### src/rtl/serial_add_sequencer.sv
// serial_add_sequencer
//    Wraps a free-running LSB-first serial adder so that it behaves as a
//    transaction-level add unit. The block takes two operands through a start
//    handshake and holds them stable on the adder's parallel inputs. It then
//    drives the adder's Sel line for one load cycle followed by WIDTH shift
//    cycles. The serial sum is collected back into a parallel result, which is
//    offered through a valid/ready handshake.
//
// Ports
//    Clk          system clock, rising edge
//    Rst_n        synchronous active-low reset
//    Start        add request, accepted only while Busy=0
//    OpA, OpB     operands, sampled on the accept edge
//    Busy         high whenever the sequencer is not idle
//    AdderDin1/2  registered operands feeding the adder's parallel inputs
//    Sel          adder control: 1 = parallel load, 0 = shift/add
//    SumIn        serial sum bit from the adder, LSB first
//    Result       captured sum, modulo 2^WIDTH
//    ResultValid  Result is complete and stable
//    ResultReady  consumer accepts Result
//
// State table
//    state    | meaning
//    ST_IDLE  | waiting for Start; operands captured on the accept edge
//    ST_LOAD  | one cycle with Sel=1; adder loads operands and clears carry
//    ST_SHIFT | WIDTH cycles; one SumIn bit shifted into Result per edge
//    ST_DONE  | Result valid and held until ResultReady

module serial_add_sequencer #(
   parameter int WIDTH = 4
) (
   input  logic             Clk,
   input  logic             Rst_n,
   input  logic             Start,
   input  logic [WIDTH-1:0] OpA,
   input  logic [WIDTH-1:0] OpB,
   output logic             Busy,
   output logic [WIDTH-1:0] AdderDin1,
   output logic [WIDTH-1:0] AdderDin2,
   output logic             Sel,
   input  logic             SumIn,
   output logic [WIDTH-1:0] Result,
   output logic             ResultValid,
   input  logic             ResultReady
);

   localparam int CW = $clog2(WIDTH) + 1;

   typedef enum logic [1:0] {
      ST_IDLE  = 2'd0,
      ST_LOAD  = 2'd1,
      ST_SHIFT = 2'd2,
      ST_DONE  = 2'd3
   } state_t;

   state_t           r_state;
   state_t           w_state_nxt;
   logic [CW-1:0]    r_cnt;
   logic [CW-1:0]    w_cnt_nxt;
   logic [WIDTH-1:0] r_din1;
   logic [WIDTH-1:0] w_din1_nxt;
   logic [WIDTH-1:0] r_din2;
   logic [WIDTH-1:0] w_din2_nxt;
   logic [WIDTH-1:0] r_result;
   logic [WIDTH-1:0] w_result_nxt;
   logic             r_valid;
   logic             w_valid_nxt;
   logic             r_busy;
   logic             r_sel;

   always_comb begin
      w_state_nxt  = r_state;
      w_cnt_nxt    = r_cnt;
      w_din1_nxt   = r_din1;
      w_din2_nxt   = r_din2;
      w_result_nxt = r_result;
      w_valid_nxt  = r_valid;
      case (r_state)
         ST_IDLE: begin
            if (Start) begin
               w_din1_nxt  = OpA;
               w_din2_nxt  = OpB;
               w_state_nxt = ST_LOAD;
            end
         end
         ST_LOAD: begin
            w_cnt_nxt   = '0;
            w_state_nxt = ST_SHIFT;
         end
         ST_SHIFT: begin
            // LSB-first: each new bit enters at the top and moves down
            w_result_nxt = {SumIn, r_result[WIDTH-1:1]};
            w_cnt_nxt    = r_cnt + CW'(1);
            if (r_cnt == CW'(WIDTH - 1)) begin
               w_valid_nxt = 1'b1;
               w_state_nxt = ST_DONE;
            end
         end
         ST_DONE: begin
            // Start is deliberately ignored here, even together with ResultReady
            if (ResultReady) begin
               w_valid_nxt = 1'b0;
               w_state_nxt = ST_IDLE;
            end
         end
         default: begin
            w_state_nxt = ST_IDLE;
         end
      endcase
   end

   // Busy and Sel are registered from the next state so they line up
   // exactly with the state they describe.
   always_ff @(posedge Clk) begin
      if (!Rst_n) begin
         r_state  <= ST_IDLE;
         r_cnt    <= '0;
         r_din1   <= '0;
         r_din2   <= '0;
         r_result <= '0;
         r_valid  <= 1'b0;
         r_busy   <= 1'b0;
         r_sel    <= 1'b0;
      end else begin
         r_state  <= w_state_nxt;
         r_cnt    <= w_cnt_nxt;
         r_din1   <= w_din1_nxt;
         r_din2   <= w_din2_nxt;
         r_result <= w_result_nxt;
         r_valid  <= w_valid_nxt;
         r_busy   <= (w_state_nxt != ST_IDLE);
         r_sel    <= (w_state_nxt == ST_LOAD);
      end
   end

   assign Busy        = r_busy;
   assign Sel         = r_sel;
   assign AdderDin1   = r_din1;
   assign AdderDin2   = r_din2;
   assign Result      = r_result;
   assign ResultValid = r_valid;

endmodule

### config.mk
export PLATFORM = sky130hd
export DESIGN_NAME = serial_add_sequencer
export DESIGN_NICKNAME = d
export VERILOG_FILES = /design/src/rtl/serial_add_sequencer.sv
export SDC_FILE = /design/constraint.sdc
export NUM_CORES = 1
export LEC_CHECK = 0
export ABC_AREA = 0
export BUFFER_PORTS_ARGS = -buffer_cell sky130_fd_sc_hd__buf_2
export CORE_MARGIN = 1.5
export CORE_UTILIZATION = 32
export DETAILED_ROUTE_END_ITERATION = 12
export SYNTH_ARGS = -nofsm -noshare
export SYNTH_HDL_FRONTEND = slang
export SYNTH_SLANG_ARGS = --single-unit
### constraint.sdc
create_clock -name Clk -period 3.9 [get_ports Clk]
set_input_delay 0 -clock Clk [delete_from_list [all_inputs] [get_ports Clk]]
set_output_delay 0 -clock Clk [all_outputs]
set_load 0.05 [all_outputs]
# Word-level counts from Yosys, hierarchy flattened
# Index checks and enable logic that the tools add are counted.
# op_classes
addsub	1
multipliers	0
n_div	0
order_cmp	0
eq_ne	7
shifts	0
muxes	8
bitwise_logic	0
n_reduce_logical	6
# ops
operator	n
2-bit case mux with 4 select lines	1
2-bit 2-to-1 mux	3
3-bit case mux with 2 select lines	1
2-bit nonzero test	3
2-bit by 1-bit equality test with 1-bit output, second input constant	2
2-bit equality test, second input constant	2
2-bit != test, second input constant	2
3-bit by 1-bit adder with 3-bit output, second input constant	1
3-bit by 2-bit equality test with 1-bit output, second input constant	1
3-bit AND reduction	1
2-bit logical NOT	1
1-bit 2-to-1 mux	2
1-bit case mux with 2 select lines	1
2-bit AND reduction	1
# word_totals
register_bits	20
latchBits	0
mem_bits_rw	0
mem_bits_ro	0
inputBits	13
out_inout_bits	15
elab_cells	30
memories	0

# Depth between registers and ports, before layout
# logic_depth
word_depth	4
depth_mapped	6
mapped_depth_nobuf	5

# Worst setup path before layout
# Ideal clock, no wire load.
# synth_timing
path_type	register to register
startpoint	register r_cnt[0]
endpoint	register r_valid, in the netlist ResultValid
setup_time_ps	119
arrival_ps	1170
required_ps	3781
slack_ps	2611
path_stages_with_launch	6
n_path_buf	0
synth_period_minus_slack_ps	1289
cell_sequence	dfxtp_1 ha_1 ha_1 or2_2 a32oi_1 nor2b_1
# synth_between
elab_chain_cells	3
# synth_lines
element	line_no	text
from (decl)	58	logic [CW-1:0] r_cnt;
from (signal assigned)	126	r_cnt <= w_cnt_nxt;
3-bit by 2-bit equality test with 1-bit output	94	if (r_cnt == CW'(WIDTH - 1)) begin
2-bit != test (no source line)	--	
3-bit AND reduction (no source line)	--	
to (signal assigned)	130	r_valid <= w_valid_nxt;
to (decl)	66	logic r_valid;
# No other way between the ends.
# A chain may end at the register's enable or synchronous reset.

# Worst setup path after layout
# layout_timing
startpoint	register r_state[0]
endpoint	register r_sel, in the netlist Sel
# layout_between
elab_chain_cells	3
elab_cells_between_ends	9
cone_classes	4 x eq/ne; 4 x mux; 1 x reduce/logical
# layout_lines
element	line_no	text
from (decl)	56	state_t r_state;
from (signal assigned)	125	r_state <= w_state_nxt;
2-bit equality test (tied with other cells)	78	case (r_state)
2-bit case mux with 4 select lines (*)	78	
2-bit by 1-bit equality test with 1-bit output (*)	132	r_sel <= (w_state_nxt == ST_LOAD);
to (signal assigned)	132	
to (decl)	69	logic r_sel;
# Every way passes the cells marked *; elsewhere a longest branch is shown, timed or not.

==> impl_metrics.tcl <==
set metrics [dict create \
    hold_start "ResultReady" \
    cts-resized-gates 0 \
    peakVddDrop_mv 0.318 \
    r2r_start "r_state[0]" \
    cellPowerDensity_nw_per_um2 487 \
    hold_ws_ns 0.0249 \
    max_stage_delay_ns 0.43 \
    layout_common_cells "27 x buf_2, 20 x dfxtp_1, 13 x nand2_1" \
    post-cts-setup-buffer-count 0 \
    grt_remaining_overflow 0 \
    rows 18 \
    core_area_sq_um 2570 \
    path_cells "inv_1 -> ha_1 -> o21ai_0 -> o211a_1 -> nor3_1" \
    fillCellCount 271 \
    path_delay_family "adder cells" \
    routed_via_density 4.65 \
    synth_seq_cells 20 \
    leakagePower_nw 0.518 \
    fin_tns_setup_ns 0 \
    clk_pin_slew_ns 0.11 \
    dr_wl_met3_um 49 \
    slew_headroom_pct 72.8 \
    critPathKind "register to register" \
    wl_mm 1.76 \
    ant_nets 0 \
    initial_utilization_pct 34.8 \
    cap_violations 0 \
    setup_viol 0 \
    critPathBufInv 1 \
    status "finished, final reports clean" \
    drt_first_pass_iters 4 \
    critPathArrivalTime_ns 1.75 \
    die_h_um 55.8 \
    crit_fanout 9 \
    n_antenna_cell 0 \
    drc 0 \
    endpoint_kind "register" \
    htreeDepth 1 \
    clk_latency_ns 0.30 \
    grt_use_total_pct 12.0 \
    cts_buffers 3 \
    min_period_over_period_pct 39.2 \
    gp_congestion 0.686 \
    final_common_cell "buf_2" \
    boundaryPins 28 \
    cp_data_required_time_ns 4.12 \
    grt_pass1_vias 690 \
    highest_layer "met4" \
    vias 734 \
    switching_power_mw 0.212 \
    cts_hold_buf 9 \
    drive_gt1_share_pct 27.3 \
    yosysWarnings 0 \
    antenna_found_initial 0 \
    slew_viol_final 0 \
    post-route-min-period_ns 1.53 \
    clk_path_buf_depth 2 \
    skew_ns 0.00123 \
    intPower_mw 0.353 \
    min_path_type "input port to register" \
    met2_length_um 883 \
    grt_max_degree 21 \
    area_growth_pct 30.0 \
    layout.nets 148 \
    wl_per_cell_um 11.1 \
    startpoint "r_state[0]" \
    hold_viol_final 0 \
    yosysUniqueCellTypes 25 \
    p_seq_share_pct 42.6 \
    place_hpwl_mm 1.26 \
    yosysSeqAreaShare_pct 44.8 \
    synth_area_sq_um 893 \
    grt_pass1_wl_mm 2.94 \
    tightestPinTransition_ns 0.409 \
    clkPwrFrac_pct 21.0 \
    cp_slowest_cell "ha_1" \
    cts.sinks 20 \
    syn-num-nets 112 \
    root_buffer "clkbuf_4" \
    combPwrFrac_pct 36.4 \
    clock.fmax_mhz 654 \
    dieArea_sq_um 3120 \
    cts_tree "done" \
    portBuffers 27 \
    rsz0062_at_grt "no" \
    netlist_instances 93 \
    drtIter0Drc 8 \
    p_sw_share_pct 37.6 \
    wl_met1_um 781 \
    syn_area_per_cell_sq_um 9.61 \
    die_x_um 55.8 \
    cp-start-kind "register" \
]
## metal layers
metal / track usage [%] / up-vias
met5: 0 / -
li1: - / 381
met1: 12.9 / 333
met3: 1.86 / 4
met4: 10.2 / 0
met2: 20.4 / 16
## synthesized netlist by cell type
library cell  number  area share, %
and2_1             3            2.1
nor2_1             1           0.42
buf_6              1            1.3
ha_1               6            8.4
clkbuf_1           2           0.84
nor3_1             1           0.56
nand2b_4           1            1.5
o2bb2ai_1          1           0.98
nor2b_1            5            3.5
o21ai_0            2            1.1
nand2b_1           2            1.4
nor2b_2            1           0.98
dfxtp_1           20             45
mux2i_1            5            5.6
a32oi_2            1            1.8
inv_1              4            1.7
o211a_1            1            1.1
a32oi_1            1           0.98
buf_2              1           0.56
or2_2              1           0.70
buf_4              1           0.84
o22ai_1            1           0.70
a21boi_0           9            7.6
nand2_1           13            5.5
nand3_1            9            5.0
## tightest hold or removal path, delay by kind of cell
kind                   cells  cell delay, ns
AND/OR/NAND/NOR            2            0.14
buffers and inverters      1            0.10
AO/OA/AOI/OAI              1            0.04
## worst paths after layout
kind                  endpoint  slack, ns  cells past startpoint
setup / recovery           Sel       2.37                      5
hold / removal     ResultValid       0.02                      4
setup reg to reg           Sel       2.37                      5
hold reg to reg   AdderDin1[0]       0.47                      2
## power groups by stage
stage	combinational, mW	clock (mW)	sequential (mW)
4_1_cts	0.207	0.124	0.241
6_report	0.206	0.118	0.241
3_5_place_dp	0.200	0	0.245
3_3_place_gp	0.196	0	0.244
5_1_grt	0.221	0.133	0.245
2_1_floorplan	0.0972	0	0.308
## cells by family after synthesis
kind of cell / count (synthesis) / share of synthesized area, %
and+or+nand+nor: 37 / 21.7
DFF: 20 / 44.8
AOI/OAI and AO/OA: 16 / 14.3
buffers and inverters: 9 / 5.18
adders and majority gates: 6 / 8.40
muxes: 5 / 5.60
## through the flow
stage               utilization [%]  instances  total power [mW]  instance area (sq um)  setup slack, ns
floorplan                         -         93             0.405                    893             2.61
global placement               40.3        145             0.440                   1030             2.48
detailed placement             40.3        145             0.445                   1030             2.40
CTS                            45.2        158             0.572                   1160             2.39
global route                   45.2        158             0.599                   1160             2.25
finish                         45.2        158             0.565                   1160             2.37
## state kept, by name, summed over array words and instances, names as in the netlist
signal / flops
AdderDin1: 4
AdderDin2: 4
Result: 4
r_cnt: 3
r_state: 2
Busy: 1
ResultValid: 1
Sel: 1
## final cells by class
cell class | instances | area, sq um | area share [%]
Tap cell | 30 | 37.5 | 3.23
Multi-Input combinational cell | 64 | 447 | 38.5
Timing Repair Buffer | 36 | 225 | 19.4
Sequential cell | 20 | 400 | 34.5
Inverter | 4 | 15.0 | 1.29
Clock buffer | 4 | 36.3 | 3.13
No activity file was read; power rests on OpenSTA's default activity.
